$ cat config.mk
export PLATFORM = sky130hd
export DESIGN_NAME = demux_two_way_flat
export DESIGN_NICKNAME = d
export VERILOG_FILES = /design/src/rtl/demux_pkg.sv /design/src/rtl/demux_two_way_if.sv /design/src/rtl/demux_fifo.sv /design/src/rtl/demux_two_way.sv /design/src/flat_wrapper.sv
export SDC_FILE = /design/constraint.sdc
export NUM_CORES = 1
export LEC_CHECK = 0
export CAP_MARGIN = 15
export CORE_MARGIN = 4
export CORE_UTILIZATION = 54
export DETAILED_ROUTE_END_ITERATION = 16
export GPL_TIMING_DRIVEN = 0
export PLACE_DENSITY = 0.85
export SETUP_SLACK_MARGIN = 0.2
export SYNTH_ARGS = -nofsm -noshare
export SYNTH_HDL_FRONTEND = slang
export SYNTH_SLANG_ARGS = --single-unit
$ cat constraint.sdc
create_clock -name clk -period 4.2 [get_ports clk]
set_input_delay 0.63 -clock clk [delete_from_list [all_inputs] [get_ports clk]]
set_output_delay 0.63 -clock clk [all_outputs]
set_load 0.005 [all_outputs]
$ cat src/rtl/demux_pkg.sv
// rtl/demux_pkg.sv - shared constants for the two-way demultiplexer
package demux_pkg;

    localparam int WIDTH_DEF = 4;
    localparam int DEPTH_DEF = 2;
    localparam int CNT_W_DEF = 8;

    localparam logic CH0 = 1'b0;
    localparam logic CH1 = 1'b1;

endpackage

$ cat src/rtl/demux_two_way_if.sv
// rtl/demux_two_way_if.sv - input stream, two output streams and word counters
interface demux_two_way_if #(
    parameter int WIDTH = demux_pkg::WIDTH_DEF,
    parameter int CNT_W = demux_pkg::CNT_W_DEF
);
    logic [WIDTH-1:0] in_data;
    logic             in_sel;
    logic             in_valid;
    logic             in_ready;
    logic [WIDTH-1:0] out0_data;
    logic             out0_valid;
    logic             out0_ready;
    logic [WIDTH-1:0] out1_data;
    logic             out1_valid;
    logic             out1_ready;
    logic [CNT_W-1:0] cnt0;
    logic [CNT_W-1:0] cnt1;

    modport slave (
        input  in_data, in_sel, in_valid, out0_ready, out1_ready,
        output in_ready, out0_data, out0_valid, out1_data, out1_valid, cnt0, cnt1
    );

    modport master (
        output in_data, in_sel, in_valid, out0_ready, out1_ready,
        input  in_ready, out0_data, out0_valid, out1_data, out1_valid, cnt0, cnt1
    );
endinterface

$ cat src/rtl/demux_fifo.sv
// rtl/demux_fifo.sv - per-channel FIFO with separate occupancy count, zero data when empty
module demux_fifo #(
    parameter int WIDTH = 4,
    parameter int DEPTH = 2
) (
    input  logic                       clk,
    input  logic                       rst,
    input  logic                       push_i,
    input  logic [WIDTH-1:0]           data_i,
    input  logic                       pop_i,
    output logic [WIDTH-1:0]           data_o,
    output logic [$clog2(DEPTH):0]     count_o,
    output logic                       empty_o,
    output logic                       full_o
);
    localparam int PTR_W = $clog2(DEPTH);
    localparam int OCC_W = PTR_W + 1;

    logic [WIDTH-1:0] mem_q [DEPTH];
    logic [PTR_W-1:0] wr_ptr_q, wr_ptr_d;
    logic [PTR_W-1:0] rd_ptr_q, rd_ptr_d;
    logic [OCC_W-1:0] count_q, count_d;
    logic             do_push, do_pop;

    assign empty_o = (count_q == '0);
    assign full_o  = (count_q == OCC_W'(DEPTH));
    // A full FIFO refuses the push even if it pops in the same cycle.
    assign do_push = push_i && !full_o;
    assign do_pop  = pop_i && !empty_o;

    always_comb begin
        wr_ptr_d = wr_ptr_q;
        rd_ptr_d = rd_ptr_q;
        count_d  = count_q;
        if (do_push) wr_ptr_d = wr_ptr_q + PTR_W'(1);
        if (do_pop)  rd_ptr_d = rd_ptr_q + PTR_W'(1);
        if (do_push && !do_pop)      count_d = count_q + OCC_W'(1);
        else if (do_pop && !do_push) count_d = count_q - OCC_W'(1);
    end

    always_ff @(posedge clk) begin
        if (rst) begin
            wr_ptr_q <= '0;
            rd_ptr_q <= '0;
            count_q  <= '0;
        end else begin
            wr_ptr_q <= wr_ptr_d;
            rd_ptr_q <= rd_ptr_d;
            count_q  <= count_d;
        end
    end

    always_ff @(posedge clk) begin
        if (do_push) mem_q[wr_ptr_q] <= data_i;
    end

    assign data_o  = empty_o ? '0 : mem_q[rd_ptr_q];
    assign count_o = count_q;

endmodule

$ cat src/rtl/demux_two_way.sv
// rtl/demux_two_way.sv - steers each input word by select bit into one of two buffered channels
module demux_two_way
    import demux_pkg::*;
#(
    parameter int WIDTH = WIDTH_DEF,
    parameter int DEPTH = DEPTH_DEF,
    parameter int CNT_W = CNT_W_DEF
) (
    input  logic            clk,
    input  logic            rst,
    demux_two_way_if.slave  bus
);
    localparam int OCC_W = $clog2(DEPTH) + 1;

    logic             push0, push1;
    logic             full0, full1;
    logic             empty0, empty1;
    logic [OCC_W-1:0] occ0, occ1;
    logic [CNT_W-1:0] cnt0_q, cnt0_d;
    logic [CNT_W-1:0] cnt1_q, cnt1_d;

    // Ready depends only on the selected channel's registered occupancy.
    assign bus.in_ready = (bus.in_sel == CH1) ? !full1 : !full0;
    assign push0 = bus.in_valid && bus.in_ready && (bus.in_sel == CH0);
    assign push1 = bus.in_valid && bus.in_ready && (bus.in_sel == CH1);

    demux_fifo #(.WIDTH(WIDTH), .DEPTH(DEPTH)) u_fifo0 (
        .clk     (clk),
        .rst     (rst),
        .push_i  (push0),
        .data_i  (bus.in_data),
        .pop_i   (bus.out0_ready),
        .data_o  (bus.out0_data),
        .count_o (occ0),
        .empty_o (empty0),
        .full_o  (full0)
    );

    demux_fifo #(.WIDTH(WIDTH), .DEPTH(DEPTH)) u_fifo1 (
        .clk     (clk),
        .rst     (rst),
        .push_i  (push1),
        .data_i  (bus.in_data),
        .pop_i   (bus.out1_ready),
        .data_o  (bus.out1_data),
        .count_o (occ1),
        .empty_o (empty1),
        .full_o  (full1)
    );

    assign bus.out0_valid = (occ0 != '0);
    assign bus.out1_valid = (occ1 != '0);

    always_comb begin
        cnt0_d = cnt0_q;
        cnt1_d = cnt1_q;
        if (push0) cnt0_d = cnt0_q + CNT_W'(1);
        if (push1) cnt1_d = cnt1_q + CNT_W'(1);
    end

    always_ff @(posedge clk) begin
        if (rst) begin
            cnt0_q <= '0;
            cnt1_q <= '0;
        end else begin
            cnt0_q <= cnt0_d;
            cnt1_q <= cnt1_d;
        end
    end

    assign bus.cnt0 = cnt0_q;
    assign bus.cnt1 = cnt1_q;

endmodule

$ cat src/flat_wrapper.sv
// flat-port wrapper written by rule: the top's interface ports become plain ports
module demux_two_way_flat import demux_pkg::*;
#(
    parameter int WIDTH = WIDTH_DEF,
    parameter int DEPTH = DEPTH_DEF,
    parameter int CNT_W = CNT_W_DEF
)
  (clk, rst, bus_in_data, bus_in_sel, bus_in_valid, bus_out0_ready, bus_out1_ready, bus_in_ready, bus_out0_data, bus_out0_valid, bus_out1_data, bus_out1_valid, bus_cnt0, bus_cnt1);
  demux_two_way_if #(.WIDTH(WIDTH), .CNT_W(CNT_W)) bus_i ();
  input  logic clk;
  input  logic rst;
  input wire logic [$bits(bus_i.in_data)-1:0] bus_in_data;
  input wire logic [$bits(bus_i.in_sel)-1:0] bus_in_sel;
  input wire logic [$bits(bus_i.in_valid)-1:0] bus_in_valid;
  input wire logic [$bits(bus_i.out0_ready)-1:0] bus_out0_ready;
  input wire logic [$bits(bus_i.out1_ready)-1:0] bus_out1_ready;
  output wire logic [$bits(bus_i.in_ready)-1:0] bus_in_ready;
  output wire logic [$bits(bus_i.out0_data)-1:0] bus_out0_data;
  output wire logic [$bits(bus_i.out0_valid)-1:0] bus_out0_valid;
  output wire logic [$bits(bus_i.out1_data)-1:0] bus_out1_data;
  output wire logic [$bits(bus_i.out1_valid)-1:0] bus_out1_valid;
  output wire logic [$bits(bus_i.cnt0)-1:0] bus_cnt0;
  output wire logic [$bits(bus_i.cnt1)-1:0] bus_cnt1;
  assign bus_i.in_data = bus_in_data;
  assign bus_i.in_sel = bus_in_sel;
  assign bus_i.in_valid = bus_in_valid;
  assign bus_i.out0_ready = bus_out0_ready;
  assign bus_i.out1_ready = bus_out1_ready;
  assign bus_in_ready = bus_i.in_ready;
  assign bus_out0_data = bus_i.out0_data;
  assign bus_out0_valid = bus_i.out0_valid;
  assign bus_out1_data = bus_i.out1_data;
  assign bus_out1_valid = bus_i.out1_valid;
  assign bus_cnt0 = bus_i.cnt0;
  assign bus_cnt1 = bus_i.cnt1;
  demux_two_way #(.WIDTH(WIDTH), .DEPTH(DEPTH), .CNT_W(CNT_W)) u_core (.clk(clk), .rst(rst), .bus(bus_i));
endmodule
* Word level (Yosys, flattened, before mapping)
Memories as Yosys holds them, arrays and structs flattened. A register that Yosys moved wholly into a read port is not among the register bits.
Cells that the tools add are included.
** Word-level totals
- Flip-flop bits (word level) :: 24
- Bits in writable memories :: 16
- Memories :: 2
** Cells by class
- $add $sub $neg :: 10
- Eq/ne operators :: 2
- Mux-type cells :: 15
- Bitwise gates (word level) :: 1
- Reductions and logical operators :: 25
** Memories
- u_core.u_fifo0.mem_q :: depth 2, bits a word 4, read ports 1, clocked after Yosys merged registers in 1, write ports 1, RTL line demux_fifo.sv:19 : logic [WIDTH-1:0] mem_q [DEPTH];
- u_core.u_fifo1.mem_q :: depth 2, bits a word 4, read ports 1, clocked after Yosys merged registers in 1, write ports 1, RTL line demux_fifo.sv:19
** Operators by type and width (number)
- $add A8 B1 Y8 const B :: 2
- $logic_and A1 B1 Y1 :: 11
- $mux W1 :: 9
- $logic_not A1 Y1 :: 8
- $mux W2 :: 4
- $mux W4 :: 2
- $reduce_bool A2 Y1 :: 4
- $add A1 B1 Y1 const B :: 4
- $add A2 B1 Y2 const B :: 2
- $eq A2 B2 Y1 const B :: 2
- $logic_not A2 Y1 :: 2
- $sub A2 B1 Y2 const B :: 2
- $not A1 Y1 :: 1

* Logic depth before layout (Yosys ltp)
Gate-level depths: netlist (run 1).
- Depth after elaboration :: 10
- Gate-level depth with buffers :: 8
- Depth with buffers taken out :: 7

* Hierarchy
From an unflattened synthesis (run 1), not the netlist that was laid out.
** Second synthesis, totals
- Cell total of the unflattened synthesis :: 168
- Area, all modules :: 1785.5 µm²
** By module, submodules not included
- demux_fifo :: instances 2, cells each 42, area each 516.7 µm², seq. area each 340.3 µm²
- demux_two_way :: instances 1, cells each 84, area each 752.0 µm², seq. area each 320.3 µm²

* Worst setup path before layout (run 1)
No wires, ideal clock.
- Path kind :: in2reg
- Start point :: input bus_in_valid
- End point :: register u_core.u_fifo1.count_q[1], in the netlist u_core.u_fifo1.count_o[1]
- Library setup time :: 0.070 ns
- Data arrival time :: 1.810 ns
- Required time :: 4.130 ns
- Setup slack :: 2.320 ns
- Cell stages on the path :: 5
- Path buffers :: 0
- Cells stage by stage :: nand2_1 nor2_1 ha_1 or3_1 a21oi_1
** Between the ends
- Cells in the longest elaborated chain, start to end :: 6
** RTL lines
- start, declared :: RTL line flat_wrapper.sv:14 : input wire logic [$bits(bus_i.in_valid)-1:0] bus_in_valid;
- $logic_and A1 B1 Y1 * (2 in series) :: RTL line demux_two_way.sv:25 : assign push1 = bus.in_valid && bus.in_ready && (bus.in_sel == CH1);
- $logic_and A1 B1 Y1 * :: RTL line demux_fifo.sv:28 : assign do_push = push_i && !full_o;
- net u_core.u_fifo1.do_push :: RTL line demux_fifo.sv:23 : logic do_push, do_pop;
- $logic_not A1 Y1 :: RTL line demux_fifo.sv:38 : else if (do_pop && !do_push) count_d = count_q - OCC_W'(1);
- $logic_and A1 B1 Y1 :: RTL line demux_fifo.sv:38
- $reduce_bool A2 Y1 (no source line)
- end signal, assigned :: RTL line demux_fifo.sv:49 : count_q <= count_d;
- end, declared :: RTL line demux_fifo.sv:22 : logic [OCC_W-1:0] count_q, count_d;
The timed path passes the listed nets; every way through them passes the cells marked *.
A chain may end at the register's enable or synchronous reset.

* Final worst setup path (run 1)
- Start point :: input bus_in_sel
- End point :: output bus_in_ready
** Between the ends
- Cells in the longest elaborated chain, start to end :: 1
** RTL lines
- start, declared :: RTL line flat_wrapper.sv:13 : input wire logic [$bits(bus_i.in_sel)-1:0] bus_in_sel;
- $mux W1 :: RTL line demux_two_way.sv:23 : assign bus.in_ready = (bus.in_sel == CH1) ? !full1 : !full0;
- end, declared :: RTL line flat_wrapper.sv:17 : output wire logic [$bits(bus_i.in_ready)-1:0] bus_in_ready;
Every way passes these cells.

==> impl_metrics.yaml, run 1 <==
status:
  status: "complete, no violations"
finish:
  drive_above_1_share: 0.06190
  regArea_mm2: 0.001001
  fin_nets: 223
  nFillCells: 237
  multiInputGateArea_um2: 724.4
  diodes: 0
  finish.utilization: 0.7315
  syn2layout_area_growth_pct: 27.57
setup_path:
  cp.depth: 4
  timing.rr.end: "u_core.u_fifo1.count_o[1]$_SDFFE_PP0P_"
  cp-endpoint: "bus_in_ready"
  crit_type: "in2out"
  r2r_cells: 6
  crit_family: "buffers and inverters"
  cp-end-kind: "output port"
  worst-path-max-fanout: 4
  path_cells: "clkdlybuf4s50_1 > nor2_1 > a21oi_1 > clkdlybuf4s50_1"
  setup.worst_path.start: "bus_in_sel"
  slowest_delay_ps: 520
  slowest_stage: "clkdlybuf4s50_1"
  reg2reg_slack_ps: 2230
  path_buf_inv: 2
  arrival_ps: 1830
  crit_top_cell: "clkdlybuf4s50_1"
  required_ps: 3570
  worstReg2RegStart: "u_core.u_fifo1.count_o[0]$_SDFFE_PP0P_"
  worstSetupStartpointType: "input port"
timing:
  fin_crit_sh: 0.5858
  drv_slew: 0
  setup_viol: 0
  tightestPinTransition_ps: 648.0
  whs_ps: 467.7
  final_hold_viol_count: 0
  setup_tns_ps: 0
  skew_ps: 10.30
  max_freq_mhz: 406.4
  slew_headroom: 0.5647
  period_needed_ps: 2461
  rsz0062_at_grt: "false"
pwr:
  p_int_mw: 0.8283
  seqPwrFrac: 0.443
  combPwrFrac: 0.333
  pwr-share-clk: 0.224
  switching_share: 0.2945
  p_leak_nw: 0.8205
  switchingPower_mw: 0.3457
  peakVddDrop_uv: 303.2
  powerDensity_mw_per_mm2: 517.3
placed_design:
  io_buffer_count: 35
  hpwlAfterDp_um: 2525
  gp_congestion: 0.7994
clocking:
  cts_tree: "built"
  cts_buffer_depth: 2
  cts-buffers-inserted: 5
  clkSinkCount: 42
  cts_resized: 0
  hold_buffers: 0
  htree_levels: 2
  clk_pin_slew_ps: 110
  clockRootBuffer: "clkbuf_4"
  clock_latency_ps: 340
  cts_setup_buffers: 0
grt:
  antenna_found_initial: 0
  grt_usage: 0.1826
  grt_pass1_wl_um: 5975
  grt_max_degree: 14
  grt_pass1_vias: 1390
  grt.overflow.total: 0
synth:
  syn_nets: 181
  synth-edff-count: 16
  synth_top_cell_by_area: "dfxtp_1"
  ys_seq_elements: 42
  synthDistinctLibCells: 32
  ys_seq_area_frac: 0.5626
  ys.flop_type: "dfxtp_1"
  synth_top_area_share: 0.2925
  synthArstFlopShare: 0
  synth_most_common_cell: "nor2_1"
  synth_area_leaders: "dfxtp_1 29%, edfxtp_1 27%, nor2_1 7.2%"
  postSynthAreaPerCell_um2: 10.65
  syn_inst: 167
  ys_top_cells_by_count: "34 x nor2_1, 26 x dfxtp_1, 16 x edfxtp_1"
  yosysWarnings: 0
  netlist_area_mm2: 0.001779
drt:
  vias: 1334
  drtIter0Drc: 30
  route.detailed.drc: 0
  routed_wirelength_um: 3495
  post_drt_wl_per_cell_um: 13.76
  drtAntennaViolNets: 0
  via_per_inst: 5.252
  dr.pass1.iters: 4
die:
  start_util: 0.5734
  rows: 20
  fp.dieW_um: 65.40
  core_mm2: 0.003103
  die_area_mm2: 0.004277
  die_y_um: 65.40
  ios: 37
min_path:
  min_path_type: "in2reg"
job:
  drv_cap: 0
## per-stage QoR
stage	instance area [um^2]	worst slack [ps]	power (mW)	std cells
final	2270	1739	1.174	254
after global routing	2270	1681	1.250	254
after CTS	2270	1728	1.187	254
after detailed placement	2185	1579	0.9219	246
after global placement	2185	1648	0.8988	246
after floorplan	1779	2320	0.7439	167
## sequential cells by signal, indices dropped and copies added, names as in the netlist, named ones only
register	count
u_core.u_fifo0.wr_ptr_q	1
u_core.u_fifo1.count_o	2
u_core.u_fifo1.mem_q	8
u_core.bus.cnt0	8
u_core.u_fifo0.rd_ptr_q	1
u_core.u_fifo1.rd_ptr_q	1
u_core.u_fifo1.wr_ptr_q	1
u_core.u_fifo0.mem_q	8
u_core.bus.cnt1	8
u_core.u_fifo0.count_o	2
## worst min-delay path by stage
stage	start	to	slack, ps	depth (start not counted)
3_3_place_gp	u_core.bus.cnt0[7]$_SDFFE_PP0P_	u_core.bus.cnt0[7]$_SDFFE_PP0P_	470	2
5_1_grt	rst	u_core.u_fifo0.count_o[1]$_SDFFE_PP0P_	450	2
2_1_floorplan	u_core.bus.cnt0[7]$_SDFFE_PP0P_	u_core.bus.cnt0[7]$_SDFFE_PP0P_	460	2
6_report	rst	u_core.bus.cnt0[7]$_SDFFE_PP0P_	470	2
3_5_place_dp	u_core.bus.cnt0[7]$_SDFFE_PP0P_	u_core.bus.cnt0[7]$_SDFFE_PP0P_	480	2
4_1_cts	rst	u_core.bus.cnt0[7]$_SDFFE_PP0P_	450	2
## cells by family after synthesis
family,share of synthesized area
muxes,0.04501
adders and majority gates,0.02813
and+or+nand+nor,0.1955
buffers and inverters,0.03023
DFF,0.5626
xor gates and xnor gates,0.1034
AOI/OAI and AO/OA,0.03516
## layout by cell type, fill, tap and decap left out, types with 2 or more instances in the layout
cell,n
clkdlybuf4s50_1,35
nor2_1,34
dfxtp_1,26
edfxtp_1,16
xor2_1,11
xnor2_1,10
nand2_1,9
mux2i_1,8
a21oi_1,6
clkbuf_1,5
o21ai_0,5
clkbuf_4,5
ha_1,4
inv_1,3
nand4_1,3
nand3_1,3
nor4_1,3
buf_6,2
and2_1,2
and3_1,2
nor4b_1,2
or3_1,2
## layout make-up
class / count / share of cell area
clock buffers: 7 / 0.02426
multi-input cells: 115 / 0.3192
repair buffers: 35 / 0.1544
clock inverters: 1 / 0.01323
inverters: 3 / 0.004961
plain buffers: 7 / 0.01874
flip-flops and latches: 42 / 0.4410
well taps: 44 / 0.02426
## routing by layer
layer / vias up / track usage / wire length, um
met5: - / 0 / 0
met4: 0 / 0.08808 / 42
met2: 57 / 0.3034 / 1705
met1: 617 / 0.2179 / 1487
li1: 656 / - / -
met3: 4 / 0.04957 / 260
## power groups by stage
stage	Combinational, mW	Clock [mW]	Sequential (mW)
2_1_floorplan	0.225	0	0.519
3_3_place_gp	0.375	0	0.524
3_5_place_dp	0.393	0	0.529
4_1_cts	0.397	0.271	0.520
5_1_grt	0.430	0.293	0.527
6_report	0.391	0.263	0.520
No activity file was read; power rests on OpenSTA's default activity.
==> run 2, diff against run 1 <==
--- a/config.mk
+++ b/config.mk
@@ -7,10 +7,10 @@
 export LEC_CHECK = 0
 export CAP_MARGIN = 15
 export CORE_MARGIN = 4
-export CORE_UTILIZATION = 54
+export CORE_UTILIZATION = 50
 export DETAILED_ROUTE_END_ITERATION = 16
 export GPL_TIMING_DRIVEN = 0
-export PLACE_DENSITY = 0.85
+export PLACE_DENSITY = 0.79
 export SETUP_SLACK_MARGIN = 0.2
 export SYNTH_ARGS = -nofsm -noshare
 export SYNTH_HDL_FRONTEND = slang
==> constraint.sdc (replaced) <==
create_clock -name clk -period 2.3 [get_ports clk]
set_input_delay 0.345 -clock clk [delete_from_list [all_inputs] [get_ports clk]]
set_output_delay 0.345 -clock clk [all_outputs]
set_load 0.005 [all_outputs]
==> impl_metrics.yaml, run 2 (same netlist as run 1, synthesis figures left out) <==
die:
  ios: 37
  die_area_mm2: 0.004577
  die_y_um: 67.65
  start_util: 0.5249
  rows: 21
  core_mm2: 0.003390
  fp.dieW_um: 67.65
finish:
  fin_area_mm2: 0.002256
  syn2layout_area_growth_pct: 26.79
  final_common_cell: "clkdlybuf4s50_1"
  multiInputGateArea_um2: 724.4
  diodes: 0
  most-common-layout-cells: "35 x clkdlybuf4s50_1, 34 x nor2_1, 24 x dfxtp_1, 16 x edfxtp_1, 11 x xor2_1"
  drive_above_1_share: 0.08571
  nFillCells: 284
  fin_nets: 223
  regArea_mm2: 0.001003
  layout.cells.non_filler: 256
pwr:
  powerDensity_mw_per_mm2: 910.9
  p_leak_nw: 0.8166
  peakVddDrop_uv: 494.4
grt:
  antenna_found_initial: 0
  grt_pass1_vias: 1295
  grt_usage: 0.1771
  grt_max_degree: 14
  grt.overflow.total: 0
  grt_pass1_wl_um: 5899
timing:
  slew_headroom: 0.5912
  tightestPinTransition_ps: 608.5
  period_needed_ps: 2037
  fin_crit_sh: 0.8858
  setup_tns_ps: 0
  skew_ps: 2.867
  max_freq_mhz: 490.8
  final_hold_viol_count: 0
  rsz0062_at_grt: "true"
  drv_slew: 0
  setup_viol: 0
drt:
  post_drt_wl_per_cell_um: 13.55
  wl_met3_um: 220
  top_layer_used: "met4"
  drtAntennaViolNets: 0
  drtIter0Drc: 48
  wl_met2_um: 1597
  dr.pass1.iters: 4
  routed_wirelength_um: 3468
  via_per_inst: 5.066
  met1_length_um: 1606
  route.detailed.drc: 0
  vias: 1297
setup_path:
  cp-end-kind: "output port"
  arrival_ps: 1690
  worst-path-max-fanout: 10
  crit_type: "reg2out"
  worstSetupStartpointType: "register"
  required_ps: 1960
  reg2reg_slack_ps: 390
clocking:
  clk_pin_slew_ps: 130
  cts-buffers-inserted: 5
  clock_latency_ps: 350
  clockRootBuffer: "clkbuf_4"
  cts_buffer_depth: 2
  clkSinkCount: 42
  cts_resized: 1
  cts_setup_buffers: 0
  hold_buffers: 0
  cts_tree: "built"
  htree_levels: 2
job:
  drv_cap: 0
placed_design:
  gp_congestion: 0.7601
  placed_cell_area_mm2: 0.002187
  hpwlAfterDp_um: 2553
  dp.cells: 248
  io_buffer_count: 35
status:
  status: "complete, no violations"
min_path:
  min_path_type: "in2reg"
run 2: metrics by stage:
step           total power, mW  hold slack, ps  utilization  setup slack [ps]
3_5_place_dp             1.681           471.1       0.6453            -37.89
2_1_floorplan            1.358           443.9            -             600.2
5_1_grt                  2.201           150.7       0.6656             172.7
4_1_cts                  2.071           154.0       0.6645             204.3
6_report                 2.055           171.8       0.6656             262.7
3_3_place_gp             1.643           476.7       0.6453             16.69
run 2: final cells by class:
| type | instances | area share |
|---|---|---|
| Tap cell | 46 | 0.02551 |
| Clock buffer | 6 | 0.02274 |
| Clock inverter | 2 | 0.005546 |
| Timing Repair Buffer | 35 | 0.1553 |
| Inverter | 3 | 0.004992 |
| Multi-Input combinational cell | 115 | 0.3211 |
| Buffer | 7 | 0.01997 |
| Sequential cell | 42 | 0.4448 |
run 2: worst max-delay path: stages (launching register included):
cell	delay (ps)
dfxtp_1	360
nor2b_1	130
buf_2	180
a21oi_1	160
clkdlybuf4s50_1	520
run 2: worst paths after layout:
| check | startpoint | endpoint | cells after the start |
|---|---|---|---|
| max | u_core.u_fifo1.count_o[1]$_SDFFE_PP0P_ | bus_in_ready | 4 |
| min | rst | u_core.u_fifo1.count_o[1]$_SDFFE_PP0P_ | 2 |
| max reg2reg | u_core.u_fifo1.count_o[1]$_SDFFE_PP0P_ | u_core.u_fifo1.count_o[1]$_SDFFE_PP0P_ | 6 |
| min reg2reg | u_core.bus.cnt0[7]$_SDFFE_PP0P_ | u_core.bus.cnt0[7]$_SDFFE_PP0P_ | 2 |
run 2: power by group:
part           total, mW  switching, mW  internal (mW)
Combinational      0.714          0.332          0.383
Clock              0.391          0.244          0.147
Sequential         0.950         0.0718          0.878
run 2: metal layers:
metal / global-route usage / vias up
met3: 0.05824 / 5
met1: 0.2164 / 603
met2: 0.2831 / 38
met4: 0.07848 / 0
met5: 0 / -
li1: - / 651
==> run 3, diff against run 2 <==
--- a/config.mk
+++ b/config.mk
@@ -5,7 +5,6 @@
 export SDC_FILE = /design/constraint.sdc
 export NUM_CORES = 1
 export LEC_CHECK = 0
-export CAP_MARGIN = 15
 export CORE_MARGIN = 4
 export CORE_UTILIZATION = 50
 export DETAILED_ROUTE_END_ITERATION = 16
==> results of run 3 <==
Same layout as run 2: the final DEF is identical, and so are final timing and power.
